<file path="config.mk">
export PLATFORM = sky130hd
export DESIGN_NAME = dro_bank
export DESIGN_NICKNAME = d
export VERILOG_FILES = /design/src/rtl/dro_pkg.sv /design/src/rtl/dro_cell.sv /design/src/rtl/dro_bank.sv
export SDC_FILE = /design/constraint.sdc
export NUM_CORES = 1
export LEC_CHECK = 0
export CAP_MARGIN = 30
export CORE_MARGIN = 2
export CORE_UTILIZATION = 37
export DETAILED_ROUTE_END_ITERATION = 16
export PLACE_DENSITY = 0.74
export SLEW_MARGIN = 40
export SYNTH_ARGS = -nofsm -noshare
export SYNTH_HDL_FRONTEND = slang
export SYNTH_SLANG_ARGS = --single-unit
</file>
<file path="constraint.sdc">
create_clock -name clk -period 0.8 [get_ports clk]
set_input_delay 0.2 -clock clk [delete_from_list [all_inputs] [get_ports clk]]
set_output_delay 0.2 -clock clk [all_outputs]
set_load 0.02 [all_outputs]
</file>
<file path="src/rtl/dro_pkg.sv">
// Shared definitions for the DRO bank: the count-width helper and the
// output-mode constants selected by the OUT_TOGGLE parameter.
package dro_pkg;

    // Output mode: a readout either pulses out for one clock or toggles it
    localparam int OUT_PULSE  = 0;
    localparam int OUT_TOGGLE = 1;

    // Width needed to hold 0..n; never narrower than one bit
    function automatic int cnt_width(input int n);
        if (n < 1) begin
            return 1;
        end
        return $clog2(n + 1);
    endfunction

endpackage

</file>
<file path="src/rtl/dro_cell.sv">
// One DRO channel: fluxon count, readout output, sticky overflow/violation
// flags and, when DRO_BANK_VIOLATION_EN is defined, set/read spacing timers.
module dro_cell #(
    parameter int DEPTH      = 1,
    parameter int CT_CYCLES  = 2,
    parameter int OUT_TOGGLE = 1
) (
    input  logic clk,
    input  logic rst,
    input  logic i_set,
    input  logic i_read,
    input  logic i_clr,
    output logic o_out,
    output logic o_state,
    output logic o_overflow,
    output logic o_viol
);
    import dro_pkg::*;

    localparam int CW = cnt_width(DEPTH);

    logic [CW-1:0] r_count;
    logic [CW-1:0] w_count_next;
    logic          r_out;
    logic          r_overflow;
    logic          r_viol;
    logic          w_empty;
    logic          w_full;
    logic          w_rd_ev;
    logic          w_ovf_ev;
    logic          w_viol_ev;

    assign w_empty  = (r_count == '0);
    assign w_full   = (r_count == CW'(DEPTH));
    // Any read against a non-empty store produces a readout, even with a set
    assign w_rd_ev  = i_read & ~w_empty;
    assign w_ovf_ev = i_set & ~i_read & w_full;

    // Next fluxon count; a simultaneous set+read either swaps (count kept)
    // or, when empty, simply stores the new fluxon
    always_comb begin
        w_count_next = r_count;
        if (i_set && !i_read && !w_full) begin
            w_count_next = r_count + CW'(1);
        end else if (!i_set && i_read && !w_empty) begin
            w_count_next = r_count - CW'(1);
        end else if (i_set && i_read && w_empty) begin
            w_count_next = CW'(1);
        end
    end

`ifdef DRO_BANK_VIOLATION_EN
    localparam int TW = cnt_width(CT_CYCLES);

    // Clocks elapsed since the last set/read, saturating at CT_CYCLES
    logic [TW-1:0] r_since_set;
    logic [TW-1:0] r_since_read;

    // Distance to the previous opposite event is timer+1; same cycle is 0
    assign w_viol_ev = (i_set & i_read & (CT_CYCLES > 0))
                     | (i_read & ((int'(r_since_set) + 1) < CT_CYCLES))
                     | (i_set & ((int'(r_since_read) + 1) < CT_CYCLES));

    // Spacing timers restart on their own event and otherwise count up
    always_ff @(posedge clk) begin
        if (rst) begin
            r_since_set  <= TW'(CT_CYCLES);
            r_since_read <= TW'(CT_CYCLES);
        end else begin
            if (i_set) begin
                r_since_set <= '0;
            end else if (r_since_set != TW'(CT_CYCLES)) begin
                r_since_set <= r_since_set + TW'(1);
            end
            if (i_read) begin
                r_since_read <= '0;
            end else if (r_since_read != TW'(CT_CYCLES)) begin
                r_since_read <= r_since_read + TW'(1);
            end
        end
    end
`else
    assign w_viol_ev = 1'b0;
`endif

    // Count, readout output and sticky flags; a new flag event beats clear
    always_ff @(posedge clk) begin
        if (rst) begin
            r_count    <= '0;
            r_out      <= 1'b0;
            r_overflow <= 1'b0;
            r_viol     <= 1'b0;
        end else begin
            r_count <= w_count_next;
            if (OUT_TOGGLE == OUT_PULSE) begin
                r_out <= w_rd_ev;
            end else begin
                r_out <= r_out ^ w_rd_ev;
            end
            r_overflow <= (r_overflow & ~i_clr) | w_ovf_ev;
            r_viol     <= (r_viol & ~i_clr) | w_viol_ev;
        end
    end

    assign o_out      = r_out;
    assign o_state    = ~w_empty;
    assign o_overflow = r_overflow;
    assign o_viol     = r_viol;

endmodule

</file>
<file path="src/rtl/dro_bank.sv">
// Bank of CH independent destructive-readout (DRO) storage channels.
// Optional spacing-violation detection is compiled in with the macro
// DRO_BANK_VIOLATION_EN; without it viol reads constant 0.
module dro_bank #(
    parameter int CH         = 4,
    parameter int DEPTH      = 1,
    parameter int CT_CYCLES  = 2,
    parameter int OUT_TOGGLE = 1
) (
    input  logic          clk,
    input  logic          rst,
    input  logic [CH-1:0] set,
    input  logic [CH-1:0] read,
    input  logic          clr_flags,
    output logic [CH-1:0] out,
    output logic [CH-1:0] state,
    output logic [CH-1:0] overflow,
    output logic [CH-1:0] viol
);

    genvar gi;
    generate
        for (gi = 0; gi < CH; gi++) begin : g_cell
            dro_cell #(
                .DEPTH      (DEPTH),
                .CT_CYCLES  (CT_CYCLES),
                .OUT_TOGGLE (OUT_TOGGLE)
            ) u_cell (
                .clk        (clk),
                .rst        (rst),
                .i_set      (set[gi]),
                .i_read     (read[gi]),
                .i_clr      (clr_flags),
                .o_out      (out[gi]),
                .o_state    (state[gi]),
                .o_overflow (overflow[gi]),
                .o_viol     (viol[gi])
            );
        end
    endgenerate

endmodule

</file>
==> summary.txt, run 1 <==
Hold path
  – Hold Path Class: in2reg
  – Hold path start: clr_flags

Logic synthesis
  – Synthesized instance count: 70
  – Synth cell count leaders: buf_4, dfxtp_1, a21oi_1
  – Synth Cell Area: 692 µm²
  – Most numerous cell in the Yosys netlist: buf_4
  – Leading area contributor after synthesis: dfxtp_1
  – Share of the synthesized area in the top cell type: 46.3%
  – Syn_area_per_cell: 9.88 µm²
  – YS warnings: 0
  – Prevailing post-synth register cell: dfxtp_1
  – Synth area leaders: dfxtp_1, buf_4, a21bo_2
  – FFs w/ async S/R, synth: 0%
  – Flops & latches, synth: 16
  – Netlist cell types: 11
  – Seq/Total Area, Yosys: 46.3%
  – EDFF count, synth: 0
  – Syn_nets: 81

Worst setup path
  – CP Cell Sequence: buf_6
  – Startpoint Class: flip-flop
  – WS Path Type: reg2out
  – Delay-heaviest family, CP: flip-flops
  – CP required: 0.60 ns
  – CP Capture Type: output port
  – Crit-path max cell delay: 0.36 ns
  – Crit path arrival time: 0.76 ns
  – Critical-path maximum fanout: 2
  – Slowest-stage cell, CP: dfxtp_2
  – Critical path buffers and inverters: 1
  – R2R Path Start: g_cell[1].u_cell.o_overflow
  – Worst Setup SP: g_cell[0].u_cell.o_out

Power and ir drop
  – P_sw: 394 µW
  – Switching fraction of total power: 23.6%
  – Worst vdd ir: 946 µV
  – Comb power frac: 17.4%
  – Clock power frac: 31.5%
  – Internal cell power: 1280 µW
  – Design Power: 1670 µW
  – Leak Pwr: 0.000443 µW
  – Seq pwr share: 51.1%
  – Pwr dens: 1620 nW/µm²

Final layout
  – Area grow syn2layout: 49.5%
  – # diodes: 0
  – Fillers: 153
  – Share of cells above drive strength 1: 58.5%
  – Net count, final: 106

STA
  – Final worst setup slack: -0.159 ns
  – Measured slew at the worst slew-check pin: 0.271 ns
  – Max_slew headroom: 81.9%
  – Max Transition Viols Final: 0
  – Period utilization: 120%
  – Clk_skew: 0.000490 ns
  – Crit path time final: 0.959 ns
  – FMAX: 1040 MHz
  – Final Hold Fails: 0
  – Unrepaired setup endpoints after global routing: true
  – Hold WS: 0.419 ns
  – Final setup violation count: 23

Placement
  – DP HPWL: 846 µm
  – Final Wtd Congestion: 0.616
  – Port Buffer Count: 26

Detailed routing
  – DRC viols: 0
  – DR vias: 516
  – DR WL/cell: 11.7 µm
  – Final antenna-violating net count: 0
  – Final wirelength: 1400 µm
  – Vias per inst: 4.34
  – DRT Pass-1 Iters: 3
  – 1st-iter DRT viols: 5

Floorplan
  – Initial core utilization: 39.6%
  – Row count: 15
  – Chip Width: 47.2 µm
  – Ports: 27
  – Die height: 47.2 µm
  – Total core area: 1750 µm²
  – Die area: 2230 µm²

Flow run
  – Maxcap violations: 0

Global routing
  – Largest net degree at the start of global routing: 10
  – GRT Util Overall: 13.1%
  – Initial antenna violation count: 0
  – First-pass GRT wire length: 1960 µm
  – Vias in the first global route: 474
  – Overflow after GRT: 0

CTS
  – CTS Buf Count: 3
  – TritonCTS clock tree: done
  – Clock Path Buffers: 2
  – Clk sinks: 16
  – Clk root buf: clkbuf_4
  – H-tree Lvls: 1
  – Worst-path clk slew: 0.10 ns
  – Cts hold-fix bufs: 0
  – Worst skew pair latency: 0.28 ns

Status
  – Failing checks: setup timing
  – Status: finished, violations left
==> per-layer routing <==
layer  vias to the layer above  routed length [µm]  share of wire (%)  global-route usage (%)
li1                        269                   -                  -                       -
met3                         2                  74                5.3                    3.46
met4                         0                  21                1.5                    8.33
met2                        15                 771                 55                    24.9
met5                         -                   0                  0                       0
met1                       230                 530                 38                    12.1
==> area by class of cell <==
cell class / count / area [µm²] / area share [%]
Sequential cell: 16 / 340 / 32.9
Tap cell: 25 / 31.3 / 3.02
Multi-Input combinational cell: 33 / 244 / 23.6
Clock buffer: 4 / 36.3 / 3.51
Timing Repair Buffer: 37 / 368 / 35.6
Inverter: 4 / 15.0 / 1.45
==> worst paths after layout <==
| path | endpoint | slack (ns) | cells past startpoint |
|---|---|---|---|
| hold reg to reg | g_cell[2].u_cell.o_viol | 0.47 | 1 |
| setup / recovery | out[0] | -0.16 | 1 |
| hold / removal | g_cell[1].u_cell.o_overflow | 0.42 | 3 |
| setup reg to reg | g_cell[1].u_cell.o_overflow | -0.14 | 3 |
==> cell usage in the layout (no fill, tap or decap) <==
cell type and instances:
a21bo_2 4, a21oi_1 4, a21oi_2 4, and2_1 4, buf_4 9, buf_6 18
clkbuf_4 3, clkbuf_8 1, clkdlybuf4s50_1 8, dfxtp_2 16, dlygate4sd2_1 2, inv_1 4
nand2b_1 4, nand3b_1 4, nor2_1 1, o31ai_1 4, or3b_1 4
==> power groups by stage <==
stage               Sequential (µW)  Clock [µW]  Combinational (µW)
finish                          855         528                 290
global route                    859         572                 311
CTS                             854         550                 283
detailed placement              863           0                 248
global placement                862           0                 246
floorplan                       861           0                 142
==> sequential cells by signal (all words and copies together) (netlist names) <==
signal                    flops
g_cell.u_cell.o_state         4
g_cell.u_cell.o_viol          4
g_cell.u_cell.o_overflow      4
g_cell.u_cell.o_out           4
==> repair_timing <==
| item | CTS | global route |
|---|---|---|
| gates resized for setup | 119 | 1 |
| setup endpoints to repair | 32 | 24 |
| cloned | 0 | 0 |
| buffers inserted | 5 | 0 |
==> metrics by stage <==
| stage | utilization [%] | TNS, ns | std cells | setup slack [ns] | instance area (µm²) |
|---|---|---|---|---|---|
| after floorplan | - | 0 | 70 | 0.0296 | 692 |
| after global placement | 51.6 | -11.30 | 110 | -0.494 | 901 |
| after detailed placement | 51.6 | -11.46 | 110 | -0.503 | 901 |
| after CTS | 59.1 | -2.74 | 119 | -0.168 | 1030 |
| after global routing | 59.3 | -3.31 | 119 | -0.187 | 1030 |
| final | 59.3 | -2.63 | 119 | -0.159 | 1030 |
==> kinds of logic after synthesis <==
logic type             after synthesis  synth area share (%)
buffers and inverters               21                  20.6
and+or+nand+nor                     17                  17.2
DFF                                 16                  46.3
AOI/OAI and AO/OA                   16                  15.9
No activity file was read; power rests on OpenSTA's default activity.
==> inputs of run 2 (changes only) <==
GPL_TIMING_DRIVEN = 0   (was default)
PLACE_DENSITY = 0.72   (was 0.74)
==> run 2 against run 1 <==
Against the previous run:
- the flow still finishes with violations (setup timing)
- register-to-register slack is essentially flat
- core utilization grew 7.3 points
- flip-flop and latch count is the same
- wire length shrank 4.8%
- clock skew is essentially flat
- sequential share of layout area shrank 3.6 points
- global-route usage grew 1.1 points
- critical endpoint is now overflow[1]
==> summary.txt, run 2 (synthesis results as in run 1) <==
Worst setup path
  – Critical path buffers and inverters: 2 (+1)
  – Slowest-stage cell, CP: dfxtp_2
  – CP Cell Sequence: buf_6 -> buf_6
  – Startpoint Class: flip-flop
  – R2R Path Start: g_cell[1].u_cell.o_overflow
  – Crit path arrival time: 0.84 ns (+0.08 ns)
  – Most numerous cell on the critical path: buf_6
  – R2R Setup Slk: -0.14 ns (about the same)
  – CP required: 0.60 ns (about the same)
  – WS Path Type: reg2out
  – Crit-path max cell delay: 0.34 ns (-0.02 ns)
  – Critical-path maximum fanout: 2 (unchanged)
  – CP Capture Type: output port
  – R2R Path End: g_cell[1].u_cell.o_overflow
  – FF-to-FF path depth: 3 (unchanged)
  – Delay-heaviest family, CP: flip-flops

STA
  – Max_slew headroom: 81.0% (-0.89 points)
  – FMAX: 958 MHz (-8.2%)
  – Clk_skew: 0.000320 ns (-0.000170 ns)
  – Final setup violation count: 23 (unchanged)
  – Crit path time final: 1.04 ns (+0.0852 ns)
  – Setup TNS: -3.65 ns (-1.02 ns)
  – Unrepaired setup endpoints after global routing: true
  – Final worst setup slack: -0.244 ns (-0.0852 ns)
  – Final Hold Fails: 0 (unchanged)
  – Max Transition Viols Final: 0 (unchanged)
  – Period utilization: 131% (+11 points)
  – Measured slew at the worst slew-check pin: 0.285 ns (+0.0134 ns)

Placement
  – Placed cell areas: 983 µm² (+9.2%)
  – Placed insts: 121 (+10%)
  – Post-Place Worst Slack: -0.500 ns (+0.00324 ns)
  – Final Wtd Congestion: 0.711 (+15%)
  – Port Buffer Count: 26 (unchanged)
  – DP HPWL: 966 µm (+14%)

Detailed routing
  – DR vias: 563 (+9.1%)
  – Final antenna-violating net count: 0 (unchanged)
  – DR WL/cell: 10.6 µm (-10%)
  – Final wirelength: 1330 µm (-4.8%)
  – DRT Pass-1 Iters: 2 (-1)
  – Vias per inst: 4.47 (+3.0%)
  – 1st-iter DRT viols: 1 (-4)
  – DRC viols: 0 (unchanged)

Global routing
  – Overflow after GRT: 0 (unchanged)
  – Vias in the first global route: 585 (+23%)
  – Initial antenna violation count: 0 (unchanged)
  – Largest net degree at the start of global routing: 11 (+1)
  – First-pass GRT wire length: 2220 µm (+13%)
  – GRT Util Overall: 14.3% (+1.1 points)

Floorplan
  – Ports: 27 (unchanged)
  – Initial core utilization: 39.6% (unchanged)
  – Chip Width: 47.2 µm (unchanged)
  – Die height: 47.2 µm (unchanged)
  – Total core area: 1750 µm² (unchanged)
  – Row count: 15 (unchanged)
  – Die area: 2230 µm² (unchanged)

Power and ir drop
  – Pwr dens: 1480 nW/µm² (-8.5%)
  – P_sw: 396 µW (+0.47%)
  – Comb power frac: 20.1% (+2.7 points)
  – Switching fraction of total power: 23.0% (-0.54 points)
  – Internal cell power: 1320 µW (+3.6%)
  – Leak Pwr: 0.000503 µW (+14%)
  – Clock power frac: 30.1% (-1.4 points)
  – Worst vdd ir: 1260 µV (+33%)
  – Seq pwr share: 49.8% (-1.3 points)

Hold path
  – Hold path start: rst
  – Hold Path Sink: g_cell[0].u_cell.o_overflow
  – Hold Path Class: in2reg
  – Hold Path Cell Cnt: 2 (-1)

CTS
  – Cts hold-fix bufs: 0 (unchanged)
  – Clk root buf: clkbuf_4
  – Worst-path clk slew: 0.09 ns (about the same)
  – Clock Path Buffers: 2 (unchanged)
  – CTS Buf Count: 3 (unchanged)
  – H-tree Lvls: 1 (unchanged)
  – Worst skew pair latency: 0.27 ns (about the same)
  – TritonCTS clock tree: done
  – Clk sinks: 16 (unchanged)

Status
  – Status: finished, violations left
  – Failing checks: setup timing

Final layout
  – Post-Route Utilization: 66.6% (+7.3 points)
  – Area grow syn2layout: 68.0%
  – Final Cell Area: 1160 µm² (+12%)
  – Share of cells above drive strength 1: 64.4% (+5.8 points)
  – Commonest cells after routing, fill and taps aside: buf_6, dfxtp_2, clkdlybuf4s50_1
  – Net count, final: 113 (+6.6%)
  – Non-Filler Instances: 126 (+5.9%)
  – Commonest non-fill, non-tap cell in the layout: buf_6
  – # diodes: 0 (unchanged)

Flow run
  – Maxcap violations: 0 (unchanged)
run 2: cell types whose count changed in the layout (fill, tap and decap cells not counted):
cell,previous run,this run
or3b_4,0,1
buf_6,18,33
a21bo_4,0,1
or3b_1,4,3
o31ai_1,4,2
o31ai_2,0,2
buf_4,9,1
a21bo_2,4,3
run 2: per-stage QoR:
step / hold WS, ns / total power, µW
2_1_floorplan: 0.301 / 1000
3_3_place_gp: 0.445 / 1130
3_5_place_dp: 0.446 / 1140
4_1_cts: 0.397 / 1730
5_1_grt: 0.456 / 1810
6_report: 0.430 / 1720
run 2: how the worst max path moves through the flow:
stage                           startpoint                          end  slack, ns  cells past startpoint
5_1_grt        g_cell[1].u_cell.o_overflow                  overflow[1]      -0.28                      2
6_report       g_cell[1].u_cell.o_overflow                  overflow[1]      -0.24                      2
4_1_cts             g_cell[0].u_cell.o_out                       out[0]      -0.25                      2
3_3_place_gp                           rst  g_cell[2].u_cell.o_overflow      -0.50                      3
3_5_place_dp                           rst  g_cell[1].u_cell.o_overflow      -0.50                      3
2_1_floorplan  g_cell[0].u_cell.o_overflow  g_cell[0].u_cell.o_overflow       0.03                      2
run 2: power by group through the flow:
stage	clock, µW	combinational [µW]	sequential (µW)
2_1_floorplan	0	142	861
3_3_place_gp	0	264	865
3_5_place_dp	0	269	867
4_1_cts	542	335	854
5_1_grt	576	371	861
6_report	518	346	856
run 2: layout make-up:
cell class | count | area (µm²)
multi-input cells | 33 | 263
flip-flops and latches | 16 | 340
inverters | 4 | 15.0
plain buffers | 13 | 143
fillers | 142 | 583
well taps | 25 | 31.3
repair buffers | 31 | 334
clock buffers | 4 | 36.3
run 2: what timing repair did:
action                     4_1_cts  5_1_grt
setup endpoints to repair       32       24
pin swaps                        0        2
gates resized for setup        136        8
gates cloned                     0        0
buffers inserted                 5        1
run 2: worst register-to-register path, stage by stage, from the launching register on:
cell and delay [ns]:
dfxtp_2 0.36, buf_6 0.09, or3b_1 0.34, o31ai_1 0.07
run 2: routing by layer:
layer / global-route usage (%) / vias up / wire length, µm
met5: 0 / - / 0
met3: 3.46 / 2 / 76
met4: 5.00 / 0 / 12
met1: 15.2 / 265 / 498
li1: - / 281 / -
met2: 26.8 / 15 / 743
==> inputs of run 3 (changes only) <==
CORE_UTILIZATION = 39   (was 37)
CTS_BUF_LIST = sky130_fd_sc_hd__clkbuf_2   (was default)
PLACE_DENSITY = 0.76   (was 0.72)
==> run 3 against run 2 <==
Against the previous run:
- critical path type unchanged
- the flow still finishes with violations (setup timing)
- clock skew grew 0.0042 ns
- sequential share of layout area rose by 0.45 points
- die area decreased by 4.7%
- worst hold slack got worse by 0.019 ns
- core utilization grew 1.2 points
- sequential power barely moved
- wire length increased by 11%
- combinational power is 3% higher
- fmax fell by 1.5%
- first-iteration DRC count grew to 8.0 times the previous value
- via count rose by 1.1%
- total power down 10%
==> summary.txt, run 3 (synthesis results as in run 1) <==
Status
  – Status: finished, violations left
  – Failing checks: setup timing

Worst setup path
  – Slowest-stage cell, CP: dfxtp_2
  – Critical-path maximum fanout: 3 (+1)
  – R2R Setup Slk: -0.08 ns (+0.06 ns)
  – CP Depth: 2 (unchanged)
  – WS Path Type: reg2out
  – Critical path buffers and inverters: 2 (unchanged)
  – CP Capture Point: out[0]
  – Crit-path max cell delay: 0.36 ns (+0.02 ns)
  – R2R Path Start: g_cell[3].u_cell.o_overflow
  – CP Capture Type: output port
  – Most numerous cell on the critical path: buf_6
  – Delay-heaviest family, CP: flip-flops
  – FF-to-FF path depth: 2 (-1)
  – Crit path arrival time: 0.86 ns (+0.02 ns)
  – CP Cell Sequence: buf_6 -> buf_6
  – R2R Path End: g_cell[3].u_cell.o_overflow
  – CP required: 0.60 ns (about the same)
  – Worst Setup SP: g_cell[0].u_cell.o_out
  – Startpoint Class: flip-flop

Placement
  – Placed insts: 113 (-6.6%)
  – DP HPWL: 902 µm (-6.6%)
  – Final Wtd Congestion: 0.664 (-6.7%)
  – Placed cell areas: 973 µm² (-1.0%)
  – Port Buffer Count: 26 (unchanged)

Detailed routing
  – DR vias: 569 (+1.1%)
  – DRT Pass-1 Iters: 3 (+1)
  – Vias per inst: 4.82 (+7.9%)
  – Final wirelength: 1470 µm (+11%)
  – Final antenna-violating net count: 0 (unchanged)
  – DR WL/cell: 12.5 µm (+18%)
  – DRC viols: 0 (unchanged)
  – 1st-iter DRT viols: 8 (+7)

STA
  – Period utilization: 133% (+2.0 points)
  – Crit path time final: 1.06 ns (+0.0162 ns)
  – Clk_skew: 0.00454 ns (+0.00422 ns)
  – Final Hold Fails: 0 (unchanged)
  – Setup TNS: -3.91 ns (-0.256 ns)
  – Final setup violation count: 24 (+4.3%)
  – Max Transition Viols Final: 0 (unchanged)
  – Unrepaired setup endpoints after global routing: true
  – FMAX: 943 MHz (-1.5%)
  – Final worst setup slack: -0.260 ns (-0.0162 ns)
  – Max_slew headroom: 80.8% (-0.25 points)
  – Measured slew at the worst slew-check pin: 0.289 ns (+0.00382 ns)

CTS
  – Clk root buf: clkbuf_2
  – CTS Buf Count: 3 (unchanged)
  – H-tree Lvls: 1 (unchanged)
  – Clk sinks: 16 (unchanged)
  – TritonCTS clock tree: done
  – Cts hold-fix bufs: 0 (unchanged)
  – Worst skew pair latency: 0.28 ns (about the same)
  – Worst-path clk slew: 0.14 ns (+0.05 ns)
  – Clock Path Buffers: 2 (unchanged)

Floorplan
  – Total core area: 1690 µm² (-3.2%)
  – Row count: 15 (unchanged)
  – Die height: 46.1 µm (-2.4%)
  – Initial core utilization: 41.0% (+1.3 points)
  – Chip Width: 46.1 µm (-2.4%)
  – Ports: 27 (unchanged)
  – Die area: 2130 µm² (-4.7%)

Final layout
  – Commonest cells after routing, fill and taps aside: buf_6, dfxtp_2, clkdlybuf4s50_1
  – Non-Filler Instances: 118 (-6.3%)
  – Area grow syn2layout: 65.5%
  – Commonest non-fill, non-tap cell in the layout: buf_6
  – Post-Route Utilization: 67.8% (+1.2 points)
  – Share of cells above drive strength 1: 69.3% (+5.0 points)
  – Final Cell Area: 1140 µm² (-1.5%)
  – # diodes: 0 (unchanged)
  – Net count, final: 114 (+0.88%)

Global routing
  – Largest net degree at the start of global routing: 11 (unchanged)
  – Overflow after GRT: 0 (unchanged)
  – Initial antenna violation count: 0 (unchanged)
  – First-pass GRT wire length: 2310 µm (+4.1%)
  – Vias in the first global route: 567 (-3.1%)
  – GRT Util Overall: 15.4% (+1.1 points)

Power and ir drop
  – Design Power: 1550 µW (-10%)
  – Worst vdd ir: 1010 µV (-20%)
  – Pwr dens: 1350 nW/µm² (-8.6%)
  – Leak Pwr: 0.000508 µW (+0.89%)

Flow run
  – Maxcap violations: 0 (unchanged)

Hold path
  – Hold Path Class: in2reg
[run 3: changes by cell type in the layout (fill, tap and decap cells not counted), moves of 2 or more]
cell      delta
buf_4        +5
clkbuf_2     +3
a21oi_1      -2
a21oi_2      +2
nand2b_1     -2
buf_6        -4
nand2b_4     +2
clkbuf_4     -3
[run 3: per-stage QoR]
step	worst slack [ns]	hold WS (ns)
floorplan	0.0296	0.301
global placement	-0.491	0.444
detailed placement	-0.488	0.449
CTS	-0.276	0.370
global route	-0.308	0.422
finish	-0.260	0.411
[run 3: layout make-up]
cell class	count	area, µm²
Buffer	13	143
Clock buffer	3	15.0
Fill cell	143	544
Inverter	4	15.0
Multi-Input combinational cell	33	284
Sequential cell	16	340
Tap cell	17	21.3
Timing Repair Buffer	32	327
[run 3: where the power goes]
part	switching (µW)	internal [µW]
logic	142	217
registers	21.3	833
clock network	234	102
[run 3: worst min path at each step]
| stage | from | to | slack, ns | depth (start not counted) |
|---|---|---|---|---|
| floorplan | rst | g_cell[1].u_cell.o_overflow | 0.30 | 1 |
| CTS | rst | g_cell[1].u_cell.o_overflow | 0.37 | 2 |
| global placement | g_cell[0].u_cell.o_viol | g_cell[0].u_cell.o_viol | 0.44 | 1 |
| finish | rst | g_cell[1].u_cell.o_overflow | 0.41 | 2 |
| detailed placement | g_cell[3].u_cell.o_viol | g_cell[3].u_cell.o_viol | 0.45 | 1 |
| global route | rst | g_cell[1].u_cell.o_overflow | 0.42 | 2 |
[run 3: what timing repair did]
| action | 4_1_cts | 5_1_grt |
|---|---|---|
| buffers inserted | 5 | 3 |
| pin swaps | 1 | 5 |
| resized for setup | 133 | 11 |
| endpoints found under the setup margin | 32 | 27 |
[run 3: layer usage]
| metal | GRT usage (%) | part of all wire (%) | vias to the layer above | wire, µm |
|---|---|---|---|---|
| li1 | - | - | 280 | - |
| met1 | 15.6 | 36 | 270 | 534 |
| met2 | 29.2 | 58 | 19 | 858 |
| met3 | 5.88 | 5.3 | 0 | 78 |
| met4 | 3.43 | 0 | 0 | 0 |
| met5 | 0 | 0 | - | 0 |
